==> src/rtl/lsu_pkg.sv <==
// Shared encodings for the load/store unit: req_op fields, access sizes, FSM states.
package lsu_pkg;

   localparam int LSU_MEM_BYTES = 1024;

   localparam int OP_STORE    = 3;
   localparam int OP_UNSIGNED = 2;

   typedef enum logic [1:0] {
      SZ_BYTE = 2'd0,
      SZ_HALF = 2'd1,
      SZ_WORD = 2'd2,
      SZ_RSVD = 2'd3
   } size_e;

   typedef enum logic [1:0] {
      IDLE,
      RD,
      WR,
      RESP
   } state_e;

   // Misaligned low bits are dropped so the access lands on its natural boundary.
   function automatic logic [1:0] lane_offset(input size_e size, input logic [1:0] addr_lo);
      case (size)
         SZ_BYTE: return addr_lo;
         SZ_HALF: return {addr_lo[1], 1'b0};
         default: return 2'b00;
      endcase
   endfunction

endpackage

==> src/rtl/lsu_lane.sv <==
// Big-endian lane extract (with sign/zero extension) and store-lane merge.
module lsu_lane
   import lsu_pkg::*;
(
   input  size_e       size,
   input  logic [1:0]  offset,
   input  logic        is_unsigned,
   input  logic [31:0] rdata,
   input  logic [31:0] wdata,
   output logic [31:0] load_data,
   output logic [31:0] merge_data
);

   logic [4:0]  byte_shift;
   logic [4:0]  half_shift;
   logic [31:0] byte_word;
   logic [31:0] half_word;
   logic [7:0]  byte_val;
   logic [15:0] half_val;

   // Offset 0 is the most significant lane, so the shift distance counts down.
   assign byte_shift = {~offset, 3'b000};
   assign half_shift = {~offset[1], 4'b0000};
   assign byte_word  = rdata >> byte_shift;
   assign half_word  = rdata >> half_shift;
   assign byte_val   = byte_word[7:0];
   assign half_val   = half_word[15:0];

   always_comb begin
      load_data  = rdata;
      merge_data = wdata;
      case (size)
         SZ_BYTE: begin
            load_data  = is_unsigned ? {24'b0, byte_val} : {{24{byte_val[7]}}, byte_val};
            merge_data = (rdata & ~(32'h0000_00FF << byte_shift))
                       | ({24'b0, wdata[7:0]} << byte_shift);
         end
         SZ_HALF: begin
            load_data  = is_unsigned ? {16'b0, half_val} : {{16{half_val[15]}}, half_val};
            merge_data = (rdata & ~(32'h0000_FFFF << half_shift))
                       | ({16'b0, wdata[15:0]} << half_shift);
         end
         default: ;
      endcase
   end

endmodule

==> src/rtl/load_store_unit.sv <==
// Single-outstanding load/store unit with read-modify-write for sub-word stores.
// Optional build macro LSU_ALIGN_CHECK_EN rejects misaligned half/word accesses.
module load_store_unit
   import lsu_pkg::*;
#(
   parameter int MEM_BYTES = LSU_MEM_BYTES
) (
   input  logic        clk,
   input  logic        reset_n,
   input  logic        req_valid,
   output logic        req_ready,
   input  logic [3:0]  req_op,
   input  logic [31:0] req_addr,
   input  logic [31:0] req_wdata,
   output logic        resp_valid,
   output logic [31:0] resp_rdata,
   output logic        resp_err,
   output logic        mem_read,
   output logic        mem_write,
   output logic [31:0] mem_addr,
   output logic [31:0] mem_wdata,
   input  logic [31:0] mem_rdata
);

   state_e      state;
   size_e       size_reg;
   logic        store_reg;
   logic        unsigned_reg;
   logic [1:0]  off_reg;
   logic [31:0] wdata_reg;

   size_e       req_size;
   logic [32:0] req_end;
   logic        out_of_range;
   logic        misaligned;
   logic        reject;
   logic [31:0] load_data;
   logic [31:0] merge_data;

   assign req_size     = size_e'(req_op[1:0]);
   assign req_end      = {1'b0, req_addr} + 33'd4;
   assign out_of_range = req_end > 33'(MEM_BYTES);

`ifdef LSU_ALIGN_CHECK_EN
   assign misaligned = ((req_size == SZ_HALF) && req_addr[0])
                    || ((req_size == SZ_WORD) && (req_addr[1:0] != 2'b00));
`else
   assign misaligned = 1'b0;
`endif

   assign reject = (req_size == SZ_RSVD) || out_of_range || misaligned;

   lsu_lane u_lane (
      .size        (size_reg),
      .offset      (off_reg),
      .is_unsigned (unsigned_reg),
      .rdata       (mem_rdata),
      .wdata       (wdata_reg),
      .load_data   (load_data),
      .merge_data  (merge_data)
   );

   always_ff @(posedge clk) begin
      if (!reset_n) begin
         state        <= IDLE;
         req_ready    <= 1'b0;
         resp_valid   <= 1'b0;
         resp_err     <= 1'b0;
         resp_rdata   <= 32'b0;
         mem_read     <= 1'b0;
         mem_write    <= 1'b0;
         mem_addr     <= 32'b0;
         mem_wdata    <= 32'b0;
         size_reg     <= SZ_BYTE;
         store_reg    <= 1'b0;
         unsigned_reg <= 1'b0;
         off_reg      <= 2'b00;
         wdata_reg    <= 32'b0;
      end else begin
         // Pulses and response data default low; each state raises what it needs.
         resp_valid <= 1'b0;
         resp_err   <= 1'b0;
         resp_rdata <= 32'b0;
         mem_read   <= 1'b0;
         mem_write  <= 1'b0;
         mem_wdata  <= 32'b0;
         case (state)
            IDLE: begin
               req_ready <= 1'b1;
               if (req_valid && req_ready) begin
                  req_ready    <= 1'b0;
                  size_reg     <= req_size;
                  store_reg    <= req_op[OP_STORE];
                  unsigned_reg <= req_op[OP_UNSIGNED];
                  off_reg      <= lane_offset(req_size, req_addr[1:0]);
                  wdata_reg    <= req_wdata;
                  if (reject) begin
                     state      <= RESP;
                     resp_valid <= 1'b1;
                     resp_err   <= 1'b1;
                  end else if (req_op[OP_STORE] && (req_size == SZ_WORD)) begin
                     state     <= WR;
                     mem_write <= 1'b1;
                     mem_addr  <= {req_addr[31:2], 2'b00};
                     mem_wdata <= req_wdata;
                  end else begin
                     state    <= RD;
                     mem_read <= 1'b1;
                     mem_addr <= {req_addr[31:2], 2'b00};
                  end
               end
            end
            RD: begin
               if (store_reg) begin
                  state     <= WR;
                  mem_write <= 1'b1;
                  mem_wdata <= merge_data;
               end else begin
                  state      <= RESP;
                  resp_valid <= 1'b1;
                  resp_rdata <= load_data;
               end
            end
            WR: begin
               state      <= RESP;
               resp_valid <= 1'b1;
            end
            RESP: begin
               state     <= IDLE;
               req_ready <= 1'b1;
            end
         endcase
      end
   end

endmodule
==> config.mk <==
export PLATFORM = sky130hd
export DESIGN_NAME = load_store_unit
export DESIGN_NICKNAME = d
export VERILOG_FILES = /design/src/rtl/lsu_pkg.sv /design/src/rtl/lsu_lane.sv /design/src/rtl/load_store_unit.sv
export SDC_FILE = /design/constraint.sdc
export NUM_CORES = 1
export LEC_CHECK = 0
export ABC_CLOCK_PERIOD_IN_PS = 2700
export BUFFER_PORTS_ARGS = -buffer_cell sky130_fd_sc_hd__buf_4
export CORE_MARGIN = 8
export CORE_UTILIZATION = 40
export CTS_BUF_LIST = sky130_fd_sc_hd__clkbuf_8
export CTS_CLUSTER_DIAMETER = 60
export DETAILED_ROUTE_END_ITERATION = 16
export PLACE_DENSITY = 0.76
export SYNTH_ARGS = -nofsm -noshare
export SYNTH_HDL_FRONTEND = slang
export SYNTH_HIERARCHICAL = 1
export SYNTH_SLANG_ARGS = --single-unit
==> constraint.sdc <==
create_clock -name clk -period 2.7 [get_ports clk]
set_input_delay 0 -clock clk [delete_from_list [all_inputs] [get_ports clk]]
set_output_delay 0 -clock clk [all_outputs]
set_load 0.01 [all_outputs]
# After elaboration in Yosys (flattened, before gate mapping)
# Index checks and enable logic that the tools add are counted.
[word_totals]
input_bits = 103
ram_bits = 0
romBits = 0
out_inout_bits = 101
latchBits = 0
mem_count = 0
reg_bits = 139
word_cells = 82
[classes]
add_sub_neg = 1
reduce_logical = 12
n_lt_le_gt_ge = 1
n_shift = 6
n_mux = 27
eq_ne = 8
bitwise_logic = 13
div = 0
multipliers = 0
[op_table]
columns = ["operator", "n"]
rows = [
  ["32-bit 2-to-1 mux", 6],
  ["32-bit case mux with 2 select lines", 3],
  ["32-bit bitwise AND", 2],
  ["32-bit NOT", 2],
  ["32-bit OR", 2],
  ["32-bit by 3-bit adder with 33-bit output (second input constant)", 1],
  ["33-bit by 11-bit greater-than comparator with 1-bit output (second input constant)", 1],
  ["16-bit by 5-bit << shifter with 32-bit output", 1],
  ["16-bit by 5-bit << shifter with 32-bit output (first input constant)", 1],
  ["8-bit by 5-bit << shifter with 32-bit output", 1],
  ["8-bit by 5-bit << shifter with 32-bit output (first input constant)", 1],
  ["32-bit by 5-bit right shift with 16-bit output", 1],
  ["32-bit by 5-bit right shift with 8-bit output", 1],
  ["1-bit 2-to-1 mux", 10],
  ["2-bit equality test (second input constant)", 4],
  ["2-bit case mux with 4 select lines", 1],
  ["2-bit by 1-bit equality test with 1-bit output (second input constant)", 3],
  ["2-bit zero test", 3],
  ["2-bit 2-to-1 mux", 3],
  ["1-bit NOT", 6],
  ["1-bit case mux with 2 select lines", 2],
  ["2-bit case mux with 2 select lines", 1],
  ["2-bit AND reduction", 2],
  ["4-bit OR reduction", 1],
  ["other kinds (8)", 9],
]

# Depth between registers and ports, before layout
[logic_depth]
word_depth = 8
ltp_mapped = 8
mapped_depth_nobuf = 6

# Cells and area by module
# Netlist, hierarchy kept.
[by_module_without_submodules]
columns = ["mod", "instances", "seq_area_each_um2", "cells_each", "area_each_um2"]
rows = [
  ["load_store_unit", 1, 2782.7, 533, 4898.4],
  ["lsu_lane", 1, 0.0, 217, 1422.6],
]

# Worst setup path after synthesis
# OpenSTA, ideal clock, no wires.
[synth_timing]
path_type = "input -> register"
startpoint = "input req_addr[1]"
endpoint = "register state[1]"
t_required_ns = 2.585
slack_ns = 0.823
n_path_buf = 1
arrival_time_ns = 1.763
setup_ns = 0.115
stages = 7
cell_sequence = "or3b_1 a311oi_2 o221ai_2 a2111oi_4 nand3_1 buf_2 o21a_1"
[synth_between]
elab_chain_cells = 6
[synth_rtl]
columns = ["item", "line", "source"]
rows = [
  ["start, declared", "load_store_unit.sv:13", "input logic [31:0] req_addr,"],
  ["32-bit by 3-bit adder with 33-bit output", "load_store_unit.sv:41", "assign req_end = {1'b0, req_addr} + 33'd4;"],
  ["33-bit by 11-bit greater-than comparator with 1-bit output", "load_store_unit.sv:42", "assign out_of_range = req_end > 33'(MEM_BYTES);"],
  ["1-bit logical OR", "load_store_unit.sv:51", "assign reject = (req_size == SZ_RSVD) || out_of_range || misaligned;"],
  ["2-bit 2-to-1 mux", "load_store_unit.sv:97", "if (reject) begin"],
  ["2-bit 2-to-1 mux", "load_store_unit.sv:90", "if (req_valid && req_ready) begin"],
  ["2-bit case mux with 4 select lines", "load_store_unit.sv:87", "case (state)"],
  ["end signal, assigned", "load_store_unit.sv:98", "state <= RESP;"],
  ["end signal, assigned", "load_store_unit.sv:102", "state <= WR;"],
  ["end signal, assigned", "load_store_unit.sv:107", "state <= RD;"],
  ["end, declared", "load_store_unit.sv:25", "state_e state;"],
]
# Every way passes these cells. The select of a mux whose other input is x is not followed.
# A chain may end at the register's enable or synchronous reset.

# Worst setup path after layout
[layout_timing]
startpoint = "input req_addr[8]"
endpoint = "register mem_addr[23]"
[layout_between]
elab_chain_cells = 5
[layout_rtl]
columns = ["item", "line", "source"]
rows = [
  ["32-bit by 3-bit adder with 33-bit output", "load_store_unit.sv:41", ""],
  ["33-bit by 11-bit greater-than comparator with 1-bit output", "load_store_unit.sv:42", ""],
  ["1-bit logical OR", "load_store_unit.sv:51", ""],
  ["1-bit NOT (no source line)", "--", ""],
  ["3-bit AND reduction (no source line)", "--", ""],
  ["end signal, assigned", "load_store_unit.sv:104", "mem_addr <= {req_addr[31:2], 2'b00};"],
  ["end signal, assigned", "load_store_unit.sv:109", "mem_addr <= {req_addr[31:2], 2'b00};"],
  ["end, declared", "load_store_unit.sv:20", "output logic [31:0] mem_addr,"],
]
# Every way passes these cells.

==> run_results.csv <==
group,metric,value,unit
placement,hpwlAfterDp,15.09,mm
global_route,use_met2,35.23,%
logic_synthesis,synth_ff_type,"dfxtp_1",
critical_path,cp.required,3.10,ns
global_route,gr-max-usage-layer,"met2",
critical_path,crit_path_start_kind,"input pin",
sta,hold_violations,0,
final_layout,ff_latch_area,2784,um2
clock_network,ctsRootBufferMaster,"clkbuf_8",
sta,timing.final.ws_setup,0.2175,ns
routing,routed_wl,21.50,mm
sta,tightest_slew,1.097,ns
logic_synthesis,synth_area_per_cell,8.428,um2
final_layout,drive_gt1_share,26.26,%
critical_path,cp-end-kind,"flop",
logic_synthesis,netlist.area_leader.share,44.02,%
sta,max_slew_margin,26.57,%
floorplanning,num_rows,46,
sta,maxSlewViolCount,0,
final_layout,n_antenna_cell,0,
worst_hold_path,hp-class,"input pin to flop",
routing,drc,0,
sta,setup_viol,0,
logic_synthesis,ys_ff_latch,139,
routing,vias_per_cell,5.244,
logic_synthesis,yosysSeqAreaShare,44.02,%
routing,avgRoutedWirePerCell,17.28,um
global_route,grt_overflow_total,0,
sta,fin_skew,0.01159,ns
sta,min_period_over_period,91.94,%
critical_path,cp_max_fo,22,
floorplanning,start_util,40.38,%
power_and_ir_drop,seq_power_share,40.8,%
power_and_ir_drop,p_int,0.003917,W
critical_path,crit_type,"input pin to flop",
critical_path,rr_worst_depth,6,
global_route,use_met3,6.418,%
power_and_ir_drop,clock_power_share,31.7,%
logic_synthesis,yosysWarnings,6,
clock_network,clk_pin_slew,0.09,ns
placement,io_buffers,201,
floorplanning,io_pins,204,
floorplanning,die_w,141.7,um
clock_network,postCtsSetupBuffers,0,
clock_network,cts.sinks,139,
sta,fmax,402.8,MHz
power_and_ir_drop,switching_share,32.52,%
final_layout,multiInputGateArea,3264,um2
final_layout,synthToLayoutAreaGrowth,46.54,%
power_and_ir_drop,power_density,626.7,nW/um2
logic_synthesis,syn_inst,750,
clock_network,cts_max_level,4,
routing,first_iter_violations,405,
global_route,grt_pass1_vias,6456,
floorplanning,dieArea,20080,um2
sta,rsz0062_at_grt,"false",
clock_network,cts_tree,"yes",
routing,drtAntennaViolNets,0,
global_route,grt_max_degree,41,
sta,period_minus_slack,2.482,ns
final_layout,fillers,1346,
global_route,grt_usage,21.14,%
status,outcome,"completed",
logic_synthesis,synth_edf_count,0,
logic_synthesis,synth_top_area_cell,"dfxtp_1",
power_and_ir_drop,peakVddDrop,0.3394,mV
worst_hold_path,min_path_cells,5,
placement,dp_worst_setup_slack,0.3346,ns
floorplanning,core,15660,um2
clock_network,clockBufferDepth,2,
sta,tns,0,ns
power_and_ir_drop,combinationalPowerShare,27.6,%
power_and_ir_drop,power.leakage,3.984,nW
global_route,antenna_found_initial,0,
final_layout,nets,1122,
logic_synthesis,synth_most_common_cell,"nand2_1",
placement,gp_congestion,0.9051,
routing,drt_first_pass_iters,5,
logic_synthesis,async_reset_ff_share,0,%
logic_synthesis,synth_top_cells_by_area,"dfxtp_1, nand2_1, and2_1",
global_route,grt_pass1_wl,33.50,mm
power_and_ir_drop,p_switching,0.001888,W
clock_network,numCtsBuffers,17,
logic_synthesis,yosys.cell_types.count,68,
routing,vias,6523,
logic_synthesis,ys_top_cells_by_count,"nand2_1, dfxtp_1, and2_1, a21oi_1, o21ai_1",
floorplanning,fp.dieH,141.7,um
flow_run,max_cap_violations,0,
global_route,grt.met1_usage,24.24,%
logic_synthesis,synth_area,6321,um2
critical_path,critPathArrivalTime,2.88,ns
clock_network,clock_latency,0.46,ns
## cells by family after synthesis
family,after synthesis,synth area share (%)
flip-flops,139,44.02
buffers and inverters,62,4.394
XOR/XNOR,4,0.5543
AO/OA/AOI/OAI,190,20.13
AND/OR/NAND/NOR,317,24.45
adder cells (fa/ha/maj),4,0.7918
other,1,0.05933
multiplexers,33,5.602
## worst paths after layout
| path | from | to | slack (ns) |
|---|---|---|---|
| setup / recovery | req_addr[8] | mem_addr[23] | 0.22 |
| hold / removal | req_addr[14] | mem_read | 0.11 |
| setup reg to reg | size_reg[1] | mem_wdata[15] | 0.61 |
| hold reg to reg | wdata_reg[21] | wdata_reg[21] | 0.46 |
## per-stage QoR
stage          power [W]  cells  utilization [%]  hold slack (ns)  cell area (um2)
2_1_floorplan   0.003344    751                -           0.1360             6325
3_3_place_gp    0.003861   1126            50.90           0.2476             7968
3_5_place_dp    0.003880   1126            50.90           0.2603             7968
4_1_cts         0.005811   1244            59.17          0.08165             9263
5_1_grt         0.006101   1244            59.17           0.1256             9263
6_report        0.005805   1244            59.17           0.1132             9263
## cell usage in the layout, fill, tap and decap left out, types with 3 or more instances in the layout
master,n
a21oi_1,50
a221o_1,8
o21ai_0,11
nand3_1,10
nand4b_1,3
dlygate4sd3_1,86
nor4b_1,3
ha_1,4
a22oi_1,16
a2bb2oi_1,7
inv_1,5
buf_4,214
and4_1,3
nor2b_1,3
nand2b_1,9
o31ai_1,8
mux2_1,3
nand4_2,3
nor3_1,8
inv_8,3
nand2_1,179
nor2_1,12
dfxtp_1,138
inv_6,5
o22a_1,7
o22ai_1,9
a22o_1,8
mux2i_1,23
nand4_1,5
and2_1,55
o21ai_1,43
xnor2_1,3
clkbuf_8,17
mux2_2,6
bufinv_16,3
a21o_1,3
or3_1,8
## timing repair
item | in CTS | in global routing
endpoints found under the hold margin | 116 | 0
hold buffers | 86 | 0
resized for setup | 0 | 0
## layer usage
metal  up-vias  routed length (um)
li1       3148                   -
met1      3040                8453
met2       285               10510
met3        50                1915
met4         0                 624
met5         -                   0
## worst max-delay path, stage by stage
cell and delay, ns:
dlygate4sd3_1 0.54, buf_4 0.12, nand4_2 0.18, or4_1 0.59
o31a_1 0.32, o211a_2 0.31, a31oi_2 0.58, and2_1 0.23
## area by class of cell
class,instances,area share (%)
inverter,6,0.2431
clock inverter,15,2.161
multi-input combinational,550,35.24
clock buffer,17,2.526
tap,216,2.918
timing repair buffer,301,26.85
sequential,139,30.06
## power groups by stage
| stage | clock (W) | sequential, W | combinational (W) |
|---|---|---|---|
| finish | 0.00184 | 0.00237 | 0.00160 |
| global route | 0.00195 | 0.00238 | 0.00177 |
| detailed placement | 0 | 0.00241 | 0.00147 |
| global placement | 0 | 0.00240 | 0.00146 |
| CTS | 0.00187 | 0.00236 | 0.00158 |
| floorplan | 0 | 0.00241 | 0.000938 |
Power figures use the tool's default switching activity.
